## src/rtl/seq_tx_pkg.sv

```systemverilog
// Shared types and default sizing for the serial pattern transmitter.
// State encodings are fixed so they stay stable in waveforms and debug probes.
package seq_tx_pkg;

   localparam int DEF_PAT_W = 8;
   localparam int DEF_REP_W = 4;
   localparam int DEF_GAP_W = 4;

   typedef enum logic [1:0] {
      IDLE  = 2'd0,
      SHIFT = 2'd1,
      GAP   = 2'd2,
      DONE  = 2'd3
   } tx_state_e;

endpackage

```

## src/rtl/seq_tx_piso.sv

```systemverilog
// Loadable parallel-in/serial-out register, MSB-first, with a per-repetition bit counter.
// Holds a copy of the request so the pattern can be replayed for each repetition.
module seq_tx_piso
   import seq_tx_pkg::*;
#(
   parameter int PAT_W = DEF_PAT_W,
   parameter int LEN_W = $clog2(PAT_W + 1)
) (
   input  logic             clk,
   input  logic             reset,
   input  logic             load,
   input  logic             reload,
   input  logic             shift,
   input  logic [PAT_W-1:0] pat_i,
   input  logic [LEN_W-1:0] len_i,
   output logic             msb_o,
   output logic             last_bit_o
);

   logic [PAT_W-1:0] sr_q, sr_d;
   logic [PAT_W-1:0] pat_q, pat_d;
   logic [LEN_W-1:0] cnt_q, cnt_d;
   logic [LEN_W-1:0] len_q, len_d;

   // Left-align the used bits so bit len-1 lands in the MSB; unused upper bits fall off.
   function automatic logic [PAT_W-1:0] align(input logic [PAT_W-1:0] p,
                                              input logic [LEN_W-1:0] l);
      return p << (PAT_W - int'(l));
   endfunction

   always_comb begin
      sr_d  = sr_q;
      pat_d = pat_q;
      cnt_d = cnt_q;
      len_d = len_q;
      if (load) begin
         pat_d = pat_i;
         len_d = len_i;
         sr_d  = align(pat_i, len_i);
         cnt_d = len_i;
      end else if (reload) begin
         sr_d  = align(pat_q, len_q);
         cnt_d = len_q;
      end else if (shift) begin
         sr_d  = {sr_q[PAT_W-2:0], 1'b0};
         cnt_d = cnt_q - LEN_W'(1);
      end
   end

   always_ff @(posedge clk) begin
      if (reset) begin
         sr_q  <= '0;
         pat_q <= '0;
         cnt_q <= '0;
         len_q <= '0;
      end else begin
         sr_q  <= sr_d;
         pat_q <= pat_d;
         cnt_q <= cnt_d;
         len_q <= len_d;
      end
   end

   assign msb_o      = sr_q[PAT_W-1];
   assign last_bit_o = (cnt_q == LEN_W'(1));

endmodule

```

## src/rtl/seq_pattern_tx.sv

```systemverilog
// Serial bit-pattern transmitter: latches a request, then shifts the pattern out
// MSB-first for rep+1 repetitions with optional idle gaps between them.
module seq_pattern_tx
   import seq_tx_pkg::*;
#(
   parameter int PAT_W = DEF_PAT_W,
   parameter int LEN_W = $clog2(PAT_W + 1),
   parameter int REP_W = DEF_REP_W,
   parameter int GAP_W = DEF_GAP_W
) (
   input  logic             clk,
   input  logic             reset,
   input  logic             req_valid,
   output logic             req_ready,
   input  logic [PAT_W-1:0] pat_i,
   input  logic [LEN_W-1:0] len_i,
   input  logic [REP_W-1:0] rep_i,
   input  logic [GAP_W-1:0] gap_i,
   input  logic             abort,
   output logic             dout,
   output logic             dout_valid,
   output logic             busy,
   output logic             done,
   output logic             aborted
);

   tx_state_e        state_q, state_d;
   logic [REP_W-1:0] rep_q, rep_d;
   logic [GAP_W-1:0] gap_q, gap_d;
   logic [GAP_W-1:0] gap_cnt_q, gap_cnt_d;
   logic             aborted_q, aborted_d;

   logic             piso_load, piso_reload, piso_shift;
   logic             piso_msb, last_bit;
   logic [LEN_W-1:0] len_clamp;

   assign len_clamp = (len_i > LEN_W'(PAT_W)) ? LEN_W'(PAT_W) : len_i;

   seq_tx_piso #(
      .PAT_W (PAT_W),
      .LEN_W (LEN_W)
   ) u_piso (
      .clk        (clk),
      .reset      (reset),
      .load       (piso_load),
      .reload     (piso_reload),
      .shift      (piso_shift),
      .pat_i      (pat_i),
      .len_i      (len_clamp),
      .msb_o      (piso_msb),
      .last_bit_o (last_bit)
   );

   always_comb begin
      state_d     = state_q;
      rep_d       = rep_q;
      gap_d       = gap_q;
      gap_cnt_d   = gap_cnt_q;
      aborted_d   = aborted_q;
      piso_load   = 1'b0;
      piso_reload = 1'b0;
      piso_shift  = 1'b0;
      unique case (state_q)
         IDLE: begin
            aborted_d = 1'b0;
            if (req_valid) begin
               rep_d     = rep_i;
               gap_d     = gap_i;
               piso_load = 1'b1;
               state_d   = (len_clamp == '0) ? DONE : SHIFT;
            end
         end
         SHIFT: begin
            // Abort wins over the end-of-repetition decision on the same cycle.
            if (abort) begin
               state_d   = DONE;
               aborted_d = 1'b1;
            end else if (last_bit) begin
               if (rep_q == '0) begin
                  state_d = DONE;
               end else begin
                  rep_d = rep_q - REP_W'(1);
                  if (gap_q == '0) begin
                     piso_reload = 1'b1;
                  end else begin
                     state_d   = GAP;
                     gap_cnt_d = GAP_W'(1);
                  end
               end
            end else begin
               piso_shift = 1'b1;
            end
         end
         GAP: begin
            if (abort) begin
               state_d   = DONE;
               aborted_d = 1'b1;
            end else if (gap_cnt_q == gap_q) begin
               state_d     = SHIFT;
               piso_reload = 1'b1;
            end else begin
               gap_cnt_d = gap_cnt_q + GAP_W'(1);
            end
         end
         DONE: begin
            state_d = IDLE;
         end
         default: begin
            state_d = IDLE;
         end
      endcase
   end

   always_ff @(posedge clk) begin
      if (reset) begin
         state_q   <= IDLE;
         rep_q     <= '0;
         gap_q     <= '0;
         gap_cnt_q <= '0;
         aborted_q <= 1'b0;
      end else begin
         state_q   <= state_d;
         rep_q     <= rep_d;
         gap_q     <= gap_d;
         gap_cnt_q <= gap_cnt_d;
         aborted_q <= aborted_d;
      end
   end

   // Outputs decode from state/registers only, forced low while reset is asserted.
   assign req_ready  = !reset && (state_q == IDLE);
   assign dout_valid = !reset && (state_q == SHIFT);
   assign dout       = dout_valid && piso_msb;
   assign busy       = !reset && ((state_q == SHIFT) || (state_q == GAP));
   assign done       = !reset && (state_q == DONE);
   assign aborted    = done && aborted_q;

endmodule

```

## config.mk

```make
export PLATFORM = sky130hd
export DESIGN_NAME = seq_pattern_tx
export DESIGN_NICKNAME = d
export VERILOG_FILES = /design/src/rtl/seq_tx_pkg.sv /design/src/rtl/seq_tx_piso.sv /design/src/rtl/seq_pattern_tx.sv
export SDC_FILE = /design/constraint.sdc
export NUM_CORES = 1
export LEC_CHECK = 0
export ABC_CLOCK_PERIOD_IN_PS = 4200
export CAP_MARGIN = 30
export CELL_PAD_IN_SITES_DETAIL_PLACEMENT = 1
export CELL_PAD_IN_SITES_GLOBAL_PLACEMENT = 1
export CORE_MARGIN = 3
export CORE_UTILIZATION = 46
export DETAILED_ROUTE_END_ITERATION = 8
export PLACE_DENSITY = 0.88
export SLEW_MARGIN = 20
export SYNTH_ARGS = -nofsm -noshare
export SYNTH_HDL_FRONTEND = slang
export SYNTH_SLANG_ARGS = --single-unit
```

## constraint.sdc

```tcl
create_clock -name clk -period 4.2 [get_ports clk]
set_input_delay 0.84 -clock clk [delete_from_list [all_inputs] [get_ports clk]]
set_output_delay 0.84 -clock clk [all_outputs]
set_load 0.01 [all_outputs]
```

==> results of run 1 <==
==> cells in the mapped netlist (all sizes together) (6+ instances only) <==
library cell,number
o21ai,15
o41ai,7
ha,10
clkbuf,15
inv,18
mux2i,14
nor2,21
nand2,41
dfxtp,39
a21oi,30
nor2b,8
a211oi,6
nand2b,10
and2,6
buf,12
xnor2,9
nand3,8
==> final cells by class <==
| class | count | area [sq um] | share of cell area (%) |
|---|---|---|---|
| multi-input combinational | 275 | 1930 | 58.2 |
| sequential | 39 | 781 | 23.6 |
| timing repair buffer | 35 | 335 | 10.1 |
| clock buffer | 8 | 100 | 3.03 |
| tap | 75 | 93.8 | 2.84 |
| inverter | 19 | 71.3 | 2.16 |
==> power by group <==
group	switching [mW]	leakage, nW	total (mW)	internal [mW]
registers	0.107	0.320	0.583	0.476
logic	0.583	0.799	1.01	0.429
clock network	0.136	0.0515	0.286	0.150
total	0.827	1.17	1.88	1.05
==> layer usage <==
metal | global-route usage, % | up-vias | share of wire (%)
li1 | - | 1353 | -
met1 | 30.6 | 1390 | 44
met2 | 41.5 | 87 | 49
met3 | 3.98 | 9 | 5.3
met4 | 6.33 | 0 | 1.4
met5 | 0 | - | 0
==> logic make-up (layout without fill, tap and decap cells) <==
kind of cell / after synthesis / count (layout) / synth area share (%)
DFF: 39 / 39 / 26.9
buffers and inverters: 46 / 62 / 6.69
adders and majority gates: 10 / 10 / 4.31
and+or+nand+nor: 130 / 130 / 24.8
xor gates and xnor gates: 11 / 11 / 3.32
AOI/OAI and AO/OA: 105 / 105 / 26.4
muxes: 19 / 19 / 7.55
==> worst max path at each step <==
stage                     startpoint                     endpoint  slack, ns  cells after the start
final                       len_i[3]  u_piso.sr_q[2]$_SDFFE_PP0P_       0.88                     10
after global routing        len_i[3]  u_piso.sr_q[1]$_SDFFE_PP0P_       0.61                     10
after CTS                   len_i[3]  u_piso.sr_q[2]$_SDFFE_PP0P_       0.90                     10
after detailed placement    len_i[3]  u_piso.sr_q[2]$_SDFFE_PP0P_       0.61                     10
after global placement      len_i[3]  u_piso.sr_q[3]$_SDFFE_PP0P_       0.77                      9
after floorplan             len_i[0]  u_piso.sr_q[3]$_SDFFE_PP0P_       1.44                     11
==> sequential cells by signal (all words and copies together) (netlist names) <==
name	flops
gap_cnt_q	4
u_piso.len_q	4
rep_q	4
u_piso.sr_q	8
state_q	2
u_piso.cnt_q	4
u_piso.pat_q	8
aborted_q	1
gap_q	4
==> critical path: stages <==
cell,delay [ns]
clkdlybuf4s50_1,0.59
nor2b_1,0.18
buf_4,0.17
clkinv_1,0.21
ha_1,0.62
mux2i_1,0.27
o22ai_1,0.09
and2_1,0.20
a22oi_1,0.23
a221oi_2,0.08
==> metrics by stage <==
step                power [mW]  setup slack [ns]  cells  hold WS [ns]  instance area (sq um)
global placement          1.54             0.771    443         0.452                   3210
CTS                       1.88             0.900    451         0.474                   3310
finish                    1.88             0.881    451         0.472                   3310
detailed placement        1.58             0.608    443         0.464                   3210
floorplan                 1.31              1.44    360         0.436                   2900
global route              2.02             0.611    451         0.501                   3310
==> results.sh, run 1 <==
export IMPL_status="complete, no violations"
export IMPL_cp_max_fo=13
export IMPL_dieArea_sq_um=7290
export IMPL_cap_violations=0
export IMPL_fmax_mhz=301
export IMPL_overflow=0
export IMPL_final_cell_mix="41 x nand2_1, 39 x dfxtp_1, 30 x a21oi_1"
export IMPL_drive_above_1_share_pct=9.04
export IMPL_syn_nets=394
export IMPL_grt_first_pass_wirelength_microns=14100
export IMPL_ios=30
export IMPL_crit_arrival_ns=3.49
export IMPL_start_util_pct=48.1
export IMPL_fin_crit_sh_pct=79.0
export IMPL_dieHeight_microns=85.4
export IMPL_n_antenna_cell=0
export IMPL_syn_area_sq_um=2900
export IMPL_final_setup_viol_count=0
export IMPL_r2r_end="u_piso.sr_q[7]$_SDFFE_PP0P_"
export IMPL_worst_pin_slew_ns=0.828
export IMPL_hold_violations=0
export IMPL_synth_distinct_cells=70
export IMPL_synth_edff_count=0
export IMPL_clockBufferDepth=2
export IMPL_nets=409
export IMPL_clock_sinks=39
export IMPL_cts_setup_buffers=0
export IMPL_reg2reg_from="state_q[1]$_SDFFE_PP0P_"
export IMPL_max_vdd_ir_drop_mv=0.285
export IMPL_wl_per_cell_microns=18.6
export IMPL_antenna_found_initial=0
export IMPL_ys_flop_type="dfxtp_1"
export IMPL_clock_latency_ns=0.29
export IMPL_area_delta_synth_final_pct=14.0
export IMPL_drt_first_pass_iters=5
export IMPL_crit_required_ns=4.37
export IMPL_cts_repair_resized=0
export IMPL_wirelength_microns=8390
export IMPL_coreArea_sq_um=6030
export IMPL_gp_congestion=0.914
export IMPL_fin_util_pct=54.9
export IMPL_min_period_ns=3.32
export IMPL_min_path_type="flip-flop to flip-flop"
export IMPL_power_density_nw_per_um2=569
export IMPL_h_tree_depth=2
export IMPL_final_antenna_net_count=0
export IMPL_ys_seq_area_share_pct=26.9
export IMPL_avgSynthCellArea_sq_um=8.06
export IMPL_fin_setup_tns_ns=0
export IMPL_postCtsHoldBufs=0
export IMPL_yosys_area_top_type_share_pct=26.9
export IMPL_drtIter0Drc=222
export IMPL_power_leakage_nw=1.17
export IMPL_min_path_cells=2
export IMPL_finalMaxSlewViolations=0
export IMPL_numPortBuffers=29
export IMPL_rr_worst_depth=6
export IMPL_cts_root_buf="clkbuf_8"
export IMPL_rows=28
export IMPL_cts_tree="built"
export IMPL_critPathCaptureType="flip-flop"
export IMPL_dp_hpwl_microns=6250
export IMPL_synth_area_leaders="dfxtp_1 27%, nand2_1 5.3%, a21oi_1 5.2%"
export IMPL_ys_async_sr_fraction_pct=0
export IMPL_crit_path_start_kind="input pin"
export IMPL_r2r_slack_ns=1.42
export IMPL_rsz0062_at_grt="false"
export IMPL_yosys_register_bits=39
export IMPL_die_w_microns=85.4
export IMPL_vias=2839
export IMPL_first_global_vias=2885
export IMPL_final_common_cell="nand2_1"
export IMPL_yosysWarnings=0
export IMPL_drcViolationCount=0
export IMPL_worstSetupPathType="input pin to flip-flop"
export IMPL_numCtsBuffers=5
export IMPL_yosys_area_top_type="dfxtp_1"
export IMPL_netlist_instances=360
export IMPL_vias_per_cell=6.29
export IMPL_hold_start="u_piso.pat_q[7]$_SDFFE_PP0P_"
export IMPL_finalClockSkew_ns=0.00719
export IMPL_fillers=740
export IMPL_grt_max_degree=25
export IMPL_track_usage_pct=23.9
export IMPL_clk_pin_slew_ns=0.07
export IMPL_slew_headroom_pct=44.1
export IMPL_worst_hold_path_endpoint="u_piso.pat_q[7]$_SDFFE_PP0P_"
No activity file was read; power rests on OpenSTA's default activity.
==> inputs of run 2 (changes only) <==
- ABC_CLOCK_PERIOD_IN_PS: 4200 -> 3300
- CORE_UTILIZATION: 46 -> 43
- PLACE_DENSITY: 0.88 -> 0.84
- clock period: 4.2 -> 3.3 ns (I/O delays scaled with it)
==> results.sh, run 2 (same netlist as run 1, synthesis figures left out) <==
export IMPL_track_usage_pct=23.1
export IMPL_grt_first_pass_wirelength_microns=14100
export IMPL_postCtsHoldBufs=0
export IMPL_worstSetupPathType="input pin to flip-flop"
export IMPL_clock_sinks=39
export IMPL_max_stage_delay_ns=0.58
export IMPL_min_path_type="flip-flop to flip-flop"
export IMPL_clock_latency_ns=0.30
export IMPL_fmax_mhz=358
export IMPL_r2r_slack_ns=0.86
export IMPL_rows=29
export IMPL_crit_path_top_delay_cell="clkdlybuf4s50_1"
export IMPL_final_antenna_net_count=0
export IMPL_wl_met3_microns=217
export IMPL_hold_violations=0
export IMPL_cts_root_buf="clkbuf_8"
export IMPL_nets=417
export IMPL_crit_path_start_kind="input pin"
export IMPL_final_common_cell="nand2_1"
export IMPL_final_area_sq_um=3350
export IMPL_numCtsBuffers=5
export IMPL_wl_met1_microns=3990
export IMPL_fin_crit_sh_pct=84.7
export IMPL_min_path_cells=2
export IMPL_wirelength_microns=8500
export IMPL_power_density_nw_per_um2=710
export IMPL_finalMaxSlewViolations=0
export IMPL_cap_violations=0
export IMPL_coreArea_sq_um=6460
export IMPL_fin_setup_tns_ns=0
export IMPL_area_delta_synth_final_pct=15.6
export IMPL_worst_pin_slew_ns=0.615
export IMPL_clockBufferDepth=2
export IMPL_fin_util_pct=51.9
export IMPL_final_cell_mix="41 x nand2_1, 39 x dfxtp_1, 30 x a21oi_1"
export IMPL_slew_headroom_pct=59.0
export IMPL_die_w_microns=88.1
export IMPL_fillers=798
export IMPL_overflow=0
export IMPL_instances_no_fill=461
export IMPL_cts_setup_buffers=0
export IMPL_cp_max_fo=13
export IMPL_worst_path_stages=8
export IMPL_seqCellArea_sq_um=781
export IMPL_drcViolationCount=0
export IMPL_numPortBuffers=29
export IMPL_drive_above_1_share_pct=11.2
export IMPL_crit_required_ns=3.52
export IMPL_cp_buffers_inverters=2
export IMPL_status="complete, no violations"
export IMPL_h_tree_depth=2
export IMPL_routed_top_layer="met4"
export IMPL_drtIter0Drc=146
export IMPL_total_power_mw=2.38
export IMPL_first_global_vias=2876
export IMPL_grt_max_degree=27
export IMPL_power_leakage_nw=1.21
export IMPL_rsz0062_at_grt="false"
export IMPL_dpl_worst_slack_ns=0.198
export IMPL_clk_pin_slew_ns=0.08
export IMPL_postPlaceCellArea_sq_um=3270
export IMPL_cts_repair_resized=0
export IMPL_start_util_pct=44.9
export IMPL_dp_hpwl_microns=6400
export IMPL_fin_ws_ns=0.505
export IMPL_antenna_found_initial=0
export IMPL_wl_per_cell_microns=18.4
export IMPL_drt_first_pass_iters=4
export IMPL_max_vdd_ir_drop_mv=0.361
export IMPL_dp_cells=453
export IMPL_n_antenna_cell=0
export IMPL_finalClockSkew_ns=0.00811
export IMPL_met2_length_microns=4210
export IMPL_ios=30
export IMPL_crit_chain="clkdlybuf4s50_1 -> nor2b_1 -> clkinv_1 -> ha_1 -> a21oi_1 -> a22o_1 -> o32a_1 -> a221oi_2"
export IMPL_multiInputGateArea_sq_um=1930
export IMPL_dieHeight_microns=88.1
export IMPL_crit_family="compound AO/OA/AOI/OAI gates"
export IMPL_largestRegisters="u_piso.pat_q x8, u_piso.sr_q x8"
export IMPL_min_period_ns=2.79
export IMPL_cts_tree="built"
export IMPL_vias_per_cell=6.01
export IMPL_final_setup_viol_count=0
export IMPL_critPathCaptureType="flip-flop"
export IMPL_gp_congestion=0.924
export IMPL_rr_worst_depth=6
export IMPL_dieArea_sq_um=7770
export IMPL_hold_slack_ns=0.463
export IMPL_crit_arrival_ns=3.02
export IMPL_vias=2772
run 2: layout make-up:
cell class	instances	share of cell area [%]
Clock buffer	5	2.05
Tap cell	77	2.87
Inverter	19	2.13
Clock inverter	3	0.448
Sequential cell	39	23.3
Timing Repair Buffer	43	11.8
Multi-Input combinational cell	275	57.4
run 2: routing by layer:
metal	track usage, %	vias to the layer above
met5	0	-
met4	5.49	0
met3	3.20	9
met2	40.3	40
met1	30.2	1362
li1	-	1361
run 2: where the power goes:
part	leakage (nW)	internal [mW]	switching, mW
combinational	0.839	0.568	0.746
clock	0.0477	0.145	0.183
sequential	0.320	0.605	0.133
run 2: final timing paths:
path / endpoint / startpoint
max: u_piso.sr_q[3]$_SDFFE_PP0P_ / len_i[0]
min: u_piso.sr_q[3]$_SDFFE_PP0P_ / u_piso.sr_q[3]$_SDFFE_PP0P_
max reg2reg: u_piso.sr_q[7]$_SDFFE_PP0P_ / u_piso.len_q[0]$_SDFFE_PP0P_
min reg2reg: u_piso.sr_q[3]$_SDFFE_PP0P_ / u_piso.sr_q[3]$_SDFFE_PP0P_
run 2: tightest hold or removal path, stage by stage, from the launching register on:
cell and delay (ns):
dfxtp_1 0.31, inv_1 0.06, a221oi_2 0.05
